==> src/rtl/grid_renderer.sv <==
// Tile-grid pixel classifier: two-stage pipeline mapping (x,y) to a cell code or background.
// Define GRID_RENDERER_HIGHLIGHT_EN to flash tiles whose value changed at recent frame starts.

`ifdef GRID_RENDERER_HIGHLIGHT_EN
module grid_flash_cell #(
  parameter int VALUE_W      = 4,
  parameter int FLASH_FRAMES = 8,
  parameter int CNTW         = 4
) (
  input  logic               clk,
  input  logic               rst,
  input  logic               frame_start,
  input  logic [VALUE_W-1:0] cell,
  output logic               active
);
  logic [VALUE_W-1:0] snap;
  logic [CNTW-1:0]    cnt;

  always_ff @(posedge clk) begin
    if (rst) begin
      snap <= '0;
      cnt  <= '0;
    end else if (frame_start) begin
      snap <= cell;
      if (cell != snap)    cnt <= CNTW'(FLASH_FRAMES);
      else if (cnt != '0)  cnt <= cnt - 1'b1;
    end
  end

  assign active = (cnt != '0);
endmodule
`endif

module grid_renderer #(
  parameter int GRID_N       = 4,
  parameter int TILE_PX      = 80,
  parameter int GAP_PX       = 10,
  parameter int ORIGIN_PX    = 10,
  parameter int VALUE_W      = 4,
  parameter int BG_CODE      = 12,
  parameter int FLASH_FRAMES = 8
) (
  input  logic                                clk,
  input  logic                                rst,
  input  logic                                pix_valid,
  input  logic [31:0]                         next_x,
  input  logic [31:0]                         next_y,
  input  logic                                frame_start,
  input  logic [GRID_N*GRID_N*VALUE_W-1:0]    cells,
  output logic [VALUE_W-1:0]                  code_out,
  output logic                                code_valid,
  output logic                                hl_out
);
  localparam int PITCH  = TILE_PX + GAP_PX;
  localparam int NCELL  = GRID_N * GRID_N;
  localparam int CW     = (GRID_N > 1) ? $clog2(GRID_N) : 1;
  localparam int IW     = (NCELL > 1) ? $clog2(NCELL) : 1;
  localparam int STAGES = 2;
  localparam logic [VALUE_W-1:0] BG = VALUE_W'(BG_CODE);

  logic [NCELL-1:0][VALUE_W-1:0] cell_arr;
  assign cell_arr = cells;

  function automatic logic [31:0] tile_lo(input int i);
    return 32'(ORIGIN_PX) + 32'(i) * 32'(PITCH);
  endfunction

  function automatic logic [IW-1:0] cell_idx(input logic [CW-1:0] c, input logic [CW-1:0] r);
    return IW'(int'(c) * GRID_N + int'(r));
  endfunction

  // Tiles never overlap, so at most one column/row matches each axis.
  logic          hit_x, hit_y;
  logic [CW-1:0] col, row;
  always_comb begin
    hit_x = 1'b0;
    hit_y = 1'b0;
    col   = '0;
    row   = '0;
    for (int c = 0; c < GRID_N; c++) begin
      if (next_x > tile_lo(c) && next_x < tile_lo(c) + 32'(TILE_PX)) begin
        hit_x = 1'b1;
        col   = CW'(c);
      end
      if (next_y > tile_lo(c) && next_y < tile_lo(c) + 32'(TILE_PX)) begin
        hit_y = 1'b1;
        row   = CW'(c);
      end
    end
  end

  logic hl_s0;
`ifdef GRID_RENDERER_HIGHLIGHT_EN
  localparam int CNTW = $clog2(FLASH_FRAMES + 1);
  logic [NCELL-1:0] flash;
  for (genvar i = 0; i < NCELL; i++) begin : g_cell
    grid_flash_cell #(
      .VALUE_W(VALUE_W), .FLASH_FRAMES(FLASH_FRAMES), .CNTW(CNTW)
    ) u_cell (
      .clk(clk), .rst(rst), .frame_start(frame_start),
      .cell(cell_arr[i]), .active(flash[i])
    );
  end
  assign hl_s0 = hit_x && hit_y && flash[cell_idx(col, row)];
`else
  logic unused_frame_start;
  assign unused_frame_start = frame_start;
  assign hl_s0 = 1'b0;
`endif

  logic [STAGES:1] vld_pipe;
  logic            s1_hit, s1_hl;
  logic [CW-1:0]   s1_col, s1_row;

  // Stage 2 reads the live board, so edits show up one cycle after they land.
  always_ff @(posedge clk) begin
    if (rst) begin
      vld_pipe <= '0;
      s1_hit   <= 1'b0;
      s1_hl    <= 1'b0;
      s1_col   <= '0;
      s1_row   <= '0;
      code_out <= BG;
      hl_out   <= 1'b0;
    end else begin
      vld_pipe <= {vld_pipe[1], pix_valid};
      s1_hit   <= hit_x && hit_y;
      s1_hl    <= hl_s0;
      s1_col   <= col;
      s1_row   <= row;
      if (vld_pipe[1]) begin
        code_out <= s1_hit ? cell_arr[cell_idx(s1_col, s1_row)] : BG;
        hl_out   <= s1_hl;
      end
    end
  end

  assign code_valid = vld_pipe[2];
endmodule
==> config.mk <==
export PLATFORM = sky130hd
export DESIGN_NAME = grid_renderer
export DESIGN_NICKNAME = d
export VERILOG_FILES = /design/src/rtl/grid_renderer.sv
export SDC_FILE = /design/constraint.sdc
export NUM_CORES = 1
export LEC_CHECK = 0
export BUFFER_PORTS_ARGS = -buffer_cell sky130_fd_sc_hd__buf_2
export CORE_ASPECT_RATIO = 0.5
export CORE_MARGIN = 2
export CORE_UTILIZATION = 36
export DETAILED_ROUTE_END_ITERATION = 8
export GPL_ROUTABILITY_DRIVEN = 0
export GPL_TIMING_DRIVEN = 0
export HOLD_SLACK_MARGIN = 0.06
export PLACE_DENSITY = 0.82
export SETUP_SLACK_MARGIN = 0.4
export SYNTH_ARGS = -nofsm -noshare
export SYNTH_HDL_FRONTEND = slang
export SYNTH_SLANG_ARGS = --single-unit
==> constraint.sdc <==
create_clock -name clk -period 2.2 [get_ports clk]
set_input_delay 0.22 -clock clk [delete_from_list [all_inputs] [get_ports clk]]
set_output_delay 0.22 -clock clk [all_outputs]
set_load 0.005 [all_outputs]
## After elaboration in Yosys (flattened, before gate mapping)

Index checks and enable logic that the tools add are counted.

- Add/subtract/negate cells: 1
- Reduce and logical (&&, ||, !) cells: 9
- Multiplexer cells: 17
- $lt $le $gt $ge: 17

Operator list:

| cell | count |
|---|---|
| < comparator 32 x 9 -> 1 bit, second input constant | 4 |
| greater-than comparator 32 x 4 -> 1 bit, second input constant | 2 |
| greater-than comparator 32 x 7 -> 1 bit, second input constant | 2 |
| greater-than comparator 32 x 8 -> 1 bit, second input constant | 2 |
| greater-than comparator 32 x 9 -> 1 bit, second input constant | 2 |
| < comparator 32 x 7 -> 1 bit, second input constant | 2 |
| < comparator 32 x 8 -> 1 bit, second input constant | 2 |
| binary-select mux 4 bit (select 4 bit) | 1 |
| two-way mux 1 bit | 10 |
| logical AND 1 bit | 9 |
| two-way mux 2 bit | 4 |
| two-way mux 4 bit | 2 |
| < comparator 4 x 5 -> 1 bit, second input constant | 1 |
| adder 4 x 2 -> 4 bit | 1 |

- Bits of input ports: 132
- Output and inout port bits: 6
- Word-level logic and storage cells: 49
- Register bits after elaboration: 11

## Logic depth before layout (Yosys ltp)

Gate-level depths: netlist of run 1.

- Depth after elaboration: 7
- Mapped depth: 6
- Gate-level depth less buffers: 5

## Worst setup path before layout of run 1

OpenSTA, ideal clock, no wires.

- Kind: reg-to-reg
- Start: register s1_row[0]
- End: register code_out[3]
- Stages on the path, launching flop included: 6
- Setup slack: 623 ps
- Path buffers: 1
- Data arrival time: 1,457 ps
- Data required time: 2,080 ps
- Period minus slack after synthesis: 1,577 ps
- Cell sequence: dfxtp_1 buf_6 mux4_1 mux2_2 a22oi_1 a21oi_1

- Longest elaborated chain between the ends: 4

RTL lines:

| what | line | text |
|---|---|---|
| start, declared | 113 | `logic [CW-1:0] s1_col, s1_row;` |
| start signal, assigned | 130 | `s1_row <= row;` |
| adder 4 x 2 -> 4 bit | 69 | `return IW'(int'(c) * GRID_N + int'(r));` |
| binary-select mux 4 bit (select 4 bit) | 132 | `code_out <= s1_hit ? cell_arr[cell_idx(s1_col, s1_row)] : BG;` |
| two-way mux 4 bit (implied by the code) | 132 |  |
| two-way mux 4 bit | 132 |  |
| end signal, assigned | 132 |  |
| end, declared | 50 | `output logic [VALUE_W-1:0] code_out,` |

No other way between the ends. The select of a mux whose other input is x is not followed.
A chain may end at the register's enable or synchronous reset.

## Worst setup path after layout of run 1

Ends and elaborated chain as after synthesis.

==> results of run 1 <==
==> per-stage QoR <==
step                std cells  hold slack [ps]  worst slack [ps]
floorplan                 141              348               623
global placement          323              435               452
detailed placement        323              443               418
CTS                       327              202               502
global route              327              224               428
finish                    327              202               494
==> power by group <==
| part | internal (mW) | switching (mW) |
|---|---|---|
| clock network | 0.124 | 0.0675 |
| registers | 0.201 | 0.00125 |
| logic | 0.130 | 0.0835 |
==> worst register-to-register path, stage by stage, from the launching register on <==
cell	delay [ps]
dfxtp_1	320
buf_6	140
mux4_1	570
mux2_2	280
a22oi_1	190
a21oi_1	100
==> what timing repair did <==
| action | CTS | global route |
|---|---|---|
| endpoints found under the hold margin | 0 | 0 |
| setup buffers | 0 | 0 |
| setup endpoints to repair | 1 | 0 |
| resized for setup | 1 | 0 |
==> area by class of cell <==
| type | instances | area, um^2 |
|---|---|---|
| Sequential cell | 11 | 220 |
| Clock buffer | 3 | 41.3 |
| Timing Repair Buffer | 131 | 656 |
| Clock inverter | 1 | 5.00 |
| Multi-Input combinational cell | 114 | 1030 |
| Tap cell | 51 | 63.8 |
| Fill cell | 313 | 1390 |
| Buffer | 9 | 58.8 |
| Inverter | 7 | 26.3 |
==> worst max path at each step <==
stage	cells past startpoint	slack [ps]	to
floorplan	5	620	code_out[3]
global placement	6	450	code_out[0]
finish	5	490	code_out[3]
detailed placement	6	420	code_out[1]
global route	5	430	code_out[2]
CTS	6	500	code_out[1]
==> sequential cells by signal, indices dropped and copies added, names as in the netlist <==
signal,cells
s1_col,2
vld_pipe,2
code_out,4
s1_row,2
s1_hit,1
==> logic make-up (layout without fill, tap and decap cells) <==
group	count (synthesis)	in the layout
multiplexers	18	18
AND/OR/NAND/NOR	57	57
flip-flops	11	11
other	1	1
AO/OA/AOI/OAI	38	38
buffers and inverters	16	151
==> routing by layer <==
layer / vias to the layer above / track usage (%)
met5: - / 0
met4: 0 / 4.31
met3: 2 / 3.69
met2: 49 / 40.9
met1: 794 / 24.3
li1: 869 / -
==> Yosys cell counts, types with 2 or more instances <==
| cell | instances |
|---|---|
| a211oi_1 | 2 |
| a21oi_1 | 7 |
| a22oi_1 | 4 |
| a31oi_1 | 4 |
| and3_1 | 2 |
| and3b_1 | 2 |
| and4_1 | 2 |
| buf_2 | 3 |
| buf_6 | 2 |
| clkbuf_1 | 2 |
| dfxtp_1 | 11 |
| inv_1 | 7 |
| mux2_2 | 2 |
| mux4_1 | 6 |
| mux4_2 | 10 |
| nand2_1 | 5 |
| nand2b_1 | 2 |
| nand3_1 | 6 |
| nand4_1 | 3 |
| nor2_1 | 5 |
| nor2b_1 | 7 |
| nor3_1 | 4 |
| nor4_1 | 14 |
| o211a_1 | 4 |
| o21ai_0 | 3 |
| o311ai_0 | 2 |
| o32ai_1 | 3 |
==> placed cells by master, fill, tap and decap left out, types with 2 or more instances in the layout <==
cell	instances
mux2_2	2
nor3_1	4
dfxtp_1	11
buf_6	2
and4_1	2
nand3_1	6
buf_2	134
o311ai_0	2
clkbuf_8	3
a211oi_1	2
nor2b_1	7
and3_1	2
a21oi_1	7
o32ai_1	3
nor2_1	5
o211a_1	4
mux4_2	10
a31oi_1	4
nor4_1	14
nand4_1	3
inv_1	7
o21ai_0	3
nand2_1	5
mux4_1	6
nand2b_1	2
a22oi_1	4
and3b_1	2
clkbuf_2	2
==> run summary, run 1 <==
Placed cell area: 2050 um^2
Overall Power: 0.607 mW
Area grow syn2layout: 57.5%
Fin util: 60.2%
Xor/xnor share of the synthesized area: 0%
Main combinational cell family by area after synthesis: multiplexers
Vias in the first global route: 1651
Diode count: 0
Largest net degree at the start of global routing: 11
Unrepaired setup endpoints after global routing: false
Crit path max-delay family: multiplexers
Port bufs: 131
Via density: 5.24
Clock root buffer: clkbuf_8
PD cells: 289 nW/um^2
TritonCTS Buffers: 3
Cells after Synth: 141
Syn_nets: 273
CTS tree: done
Hold path endpoint: vld_pipe[1]
Post-route cell area: 2100 um^2
Worst Path Max Fanout: 7
Met3 WL: 193 um
Longest Clk Path Bufs: 2
Number of flops mapped to enable cells by yosys: 0
DR iter-0 viols: 59
Die ar.: 4240 um^2
M1 WL: 1.98 mm
Skew final: 6.45 ps
Critical Path AT: 1810 ps
Global-route usage over all layers: 20.4%
Worst reg2reg setup slack: 490 ps
Drt pass-1 iters: 4
Setup crit start kind: flip-flop
Max-cap violations: 0
Crit path from: s1_row[0]
Initial antenna violation count: 0
Final setup TNS: 0 ps
Synth async-reset ratio: 0%
Syn avg cell area: 9.46 um^2
Synth Register Bits: 11
Post-synth top area cell: mux4_2
Max H-tree Level: 1
Die Height: 47.0 um
Layout cell share with drive strength beyond 1: 56.2%
Time the worst path needs with I/O delays and setup: 1710 ps
Post-route DRC: 0
Initial Util: 38.2%
Fin crit share: 77.5%
Cell Area, Synth: 1330 um^2
Total vias in the final route: 1714
# setup viols final: 0
Yosys Warn Count: 0
Post-Synth Adder-Cell Area: 0%
Crit path max-delay cell type: mux4_1
Worst vdd rail ir drop: 0.197 mV
Top FF cell, synth: dfxtp_1
Share of the synthesized area in the top cell type: 16.9%
Compound-Gate Fraction of Synth Area: 20.9%
Worst Setup Path Type: flip-flop to flip-flop
Clk Latency, worst-skew pair: 230 ps
Reg2Reg Capture Point: code_out[3]
Hold buffer count at CTS: 0
Max-slew violations: 0
Die width: 90.1 um
WP buf/inv: 1
CTS Sinks: 11
# rows: 15
Total Wirelength: 4.49 mm
Hold path cells: 2
Worst path cell trace: buf_6 -> mux4_1 -> mux2_2 -> a22oi_1 -> a21oi_1
Simple-gate share of the synthesized area: 25.6%
Post-DP HPWL: 3.93 mm
Worst min path class: input port to flip-flop
Core ar.: 3490 um^2
Pleak: 0.972 nW
Cells taking the most area after synthesis: mux4_2 17%, dfxtp_1 17%, mux4_1 12%
Yosys cell types: 44
First-pass GRT wire length: 7.04 mm
Max incr delay on CP: 560 ps
Antenna viol nets, final: 0
Final nets: 409
Final Hold Viols: 0
Seq/Total Area, Yosys: 16.5%
Avg WL per Cell: 13.7 um
Global route overflow: 0
Outcome: complete, no violations
Worst r2r src: s1_row[0]
Worst Min Path Start: pix_valid
Max layer used: met4
Crit path capture type: flip-flop
Max frequency: 0.586 GHz
# IOs: 138
Met2 WL: 2.30 mm
Post-synthesis mux area share: 30.4%
Clock-pin slew on the worst setup and hold paths: 50 ps
Critical path required time: 2310 ps
R2r worst-path depth: 5
No activity file was read; power rests on OpenSTA's default activity.
==> run 2, diff against run 1 <==
--- a/config.mk
+++ b/config.mk
@@ -8,12 +8,12 @@
 export BUFFER_PORTS_ARGS = -buffer_cell sky130_fd_sc_hd__buf_2
 export CORE_ASPECT_RATIO = 0.5
 export CORE_MARGIN = 2
-export CORE_UTILIZATION = 36
+export CORE_UTILIZATION = 32
 export DETAILED_ROUTE_END_ITERATION = 8
 export GPL_ROUTABILITY_DRIVEN = 0
 export GPL_TIMING_DRIVEN = 0
 export HOLD_SLACK_MARGIN = 0.06
-export PLACE_DENSITY = 0.82
+export PLACE_DENSITY = 0.77
 export SETUP_SLACK_MARGIN = 0.4
 export SYNTH_ARGS = -nofsm -noshare
 export SYNTH_HDL_FRONTEND = slang
==> constraint.sdc (replaced) <==
create_clock -name clk -period 1.5 [get_ports clk]
set_input_delay 0.15 -clock clk [delete_from_list [all_inputs] [get_ports clk]]
set_output_delay 0.15 -clock clk [all_outputs]
set_load 0.005 [all_outputs]
==> run 2 against run 1 <==
Effect of this change:
- the flow now finishes with violations (setup timing)
- first-iteration DRC count shrank 3.4%
- clock power grew 53%
- combinational power grew 73%
- fmax grew 2.6%
- highest routed layer unchanged
==> run summary, run 2 (synthesis gave the netlist of run 1 again) <==
Diode count: 0
Die ar.: 4730 um^2
Worst path cell trace: buf_8 -> buf_12 -> mux4_2 -> a22oi_2 -> and3_1 -> o32ai_1
Crit path max-delay cell type: mux4_2
CTS Sinks: 11
Max frequency: 0.602 GHz
Post-route cell area: 2340 um^2
Via density: 5.39
Worst vdd rail ir drop: 0.244 mV
Max-cap violations: 0
Global route overflow: 0
Setup crit start kind: flip-flop
Post-DP HPWL: 3.95 mm
Worst min path class: input port to flip-flop
Avg WL per Cell: 15.1 um
Worst setup margin: -162 ps
Outcome: finished with violations
Area grow syn2layout: 75.3%
Critical path required time: 1610 ps
Total vias in the final route: 1804
Total Wirelength: 5.05 mm
Logic pwr share: 38.6%
Clk network pwr share: 30.4%
Initial antenna violation count: 0
# IOs: 138
Vias in the first global route: 1696
Multi-input gate area: 1140 um^2
TritonCTS Buffers: 3
Skew final: 5.58 ps
Antenna viol nets, final: 0
Met1 Use GR: 19.8%
Clk Latency, worst-skew pair: 240 ps
Layout cell share with drive strength beyond 1: 65.5%
Max H-tree Level: 1
Port bufs: 131
CTS tree: done
GR Layer Usage met3: 3.82%
Max-slew violations: 0
Final std cells w/o fill: 335
Max incr delay on CP: 510 ps
Core ar.: 3940 um^2
Internal: 0.700 mW
Max reg flops: 4
Die width: 95.3 um
Gr busiest metal: met2
Commonest cells after routing, fill and taps aside: 127 x buf_2, 15 x mux4_2, 13 x nor4_1
Final Hold Viols: 0
Reg area: 221 um^2
Failing checks: setup timing
Unrepaired setup endpoints after global routing: true
Fin crit share: 111%
PD cells: 411 nW/um^2
Time the worst path needs with I/O delays and setup: 1660 ps
Worst Path Max Fanout: 7
Net Sw Frac: 27.1%
First-pass GRT wire length: 7.32 mm
DR iter-0 viols: 57
Clock root buffer: clkbuf_8
Crit path capture type: flip-flop
Switch Pwr: 0.260 mW
# rows: 16
Most flop-heavy register: code_out
Placed cell area: 2080 um^2
Worst Setup Path Type: flip-flop to flip-flop
Layout fillers: 336
Drt pass-1 iters: 4
Die Height: 49.7 um
Critical Path AT: 1770 ps
Initial Util: 33.8%
Clock-pin slew on the worst setup and hold paths: 50 ps
Met2 usage: 40.0%
Largest net degree at the start of global routing: 11
Number of cells in the design after placement: 326
Commonest non-fill, non-tap cell in the layout: buf_2
Final nets: 414
# setup viols final: 4
Post-route DRC: 0
Global-route usage over all layers: 19.4%
Longest Clk Path Bufs: 2
Power share of the sequential group: 30.9%
Pleak: 1.04 nW
[run 2: changes by cell type in the layout (fill, tap and decap cells not counted), moves of 3 or more]
cell     change
buf_4        +6
a22oi_2      +4
buf_12       +3
buf_8        +4
buf_2        -7
mux4_1       -5
mux4_2       +5
a22oi_1      -4
[run 2: worst max-delay path: cells and delay by family (launching register included)]
kind	cells	cell delay, ps
compound gates	2	240
buf+inv	2	270
flops	1	320
mux	1	510
simple gates	1	190
[run 2: power groups by stage]
| stage | Sequential [mW] | Combinational (mW) | Clock [mW] |
|---|---|---|---|
| after global placement | 0.303 | 0.311 | 0 |
| after CTS | 0.297 | 0.348 | 0.298 |
| final | 0.297 | 0.371 | 0.292 |
| after global routing | 0.297 | 0.403 | 0.322 |
| after floorplan | 0.303 | 0.118 | 0 |
| after detailed placement | 0.303 | 0.322 | 0 |
[run 2: layer usage]
| metal | part of all wire [%] | up-vias | wire length, um |
|---|---|---|---|
| met5 | 0 | - | 0 |
| met4 | 1.9 | 0 | 97 |
| met3 | 6.6 | 10 | 332 |
| met2 | 57 | 65 | 2890 |
| met1 | 34 | 853 | 1730 |
| li1 | - | 876 | - |
[run 2: final timing paths]
path | start | depth (start not counted) | to | slack, ps
worst min register to register | code_out[0] | 2 | code_out[0] | 470
worst max-delay path | s1_row[0] | 6 | code_out[1] | -160
worst max register to register | s1_row[0] | 6 | code_out[1] | -160
worst min-delay path | pix_valid | 2 | vld_pipe[1] | 120
[run 2: final cells by class]
| type | instances | share of cell area [%] |
|---|---|---|
| multi-input cells | 114 | 48.9 |
| repair buffers | 136 | 32.0 |
| flip-flops and latches | 11 | 9.47 |
| plain buffers | 9 | 3.58 |
| well taps | 54 | 2.89 |
| clock buffers | 3 | 1.77 |
| inverters | 7 | 1.12 |
| clock inverters | 1 | 0.214 |
[run 2: metrics by stage]
stage | hold slack [ps] | setup WS, ps | setup TNS (ps) | util, % | power [mW]
after floorplan | 278 | -34.4 | -121 | - | 0.420
after global placement | 362 | -245 | -665 | 52.8 | 0.614
after detailed placement | 366 | -290 | -812 | 52.8 | 0.625
after CTS | 122 | -123 | -442 | 56.7 | 0.944
after global routing | 134 | -216 | -717 | 59.3 | 1.02
final | 122 | -162 | -439 | 59.3 | 0.961
[run 2: what timing repair did]
action	in CTS	in global routing
pin swaps	9	6
gates resized for setup	23	16
endpoints found under the setup margin	6	7
hold buffers	0	0
buffers inserted	2	3
cloned	0	0
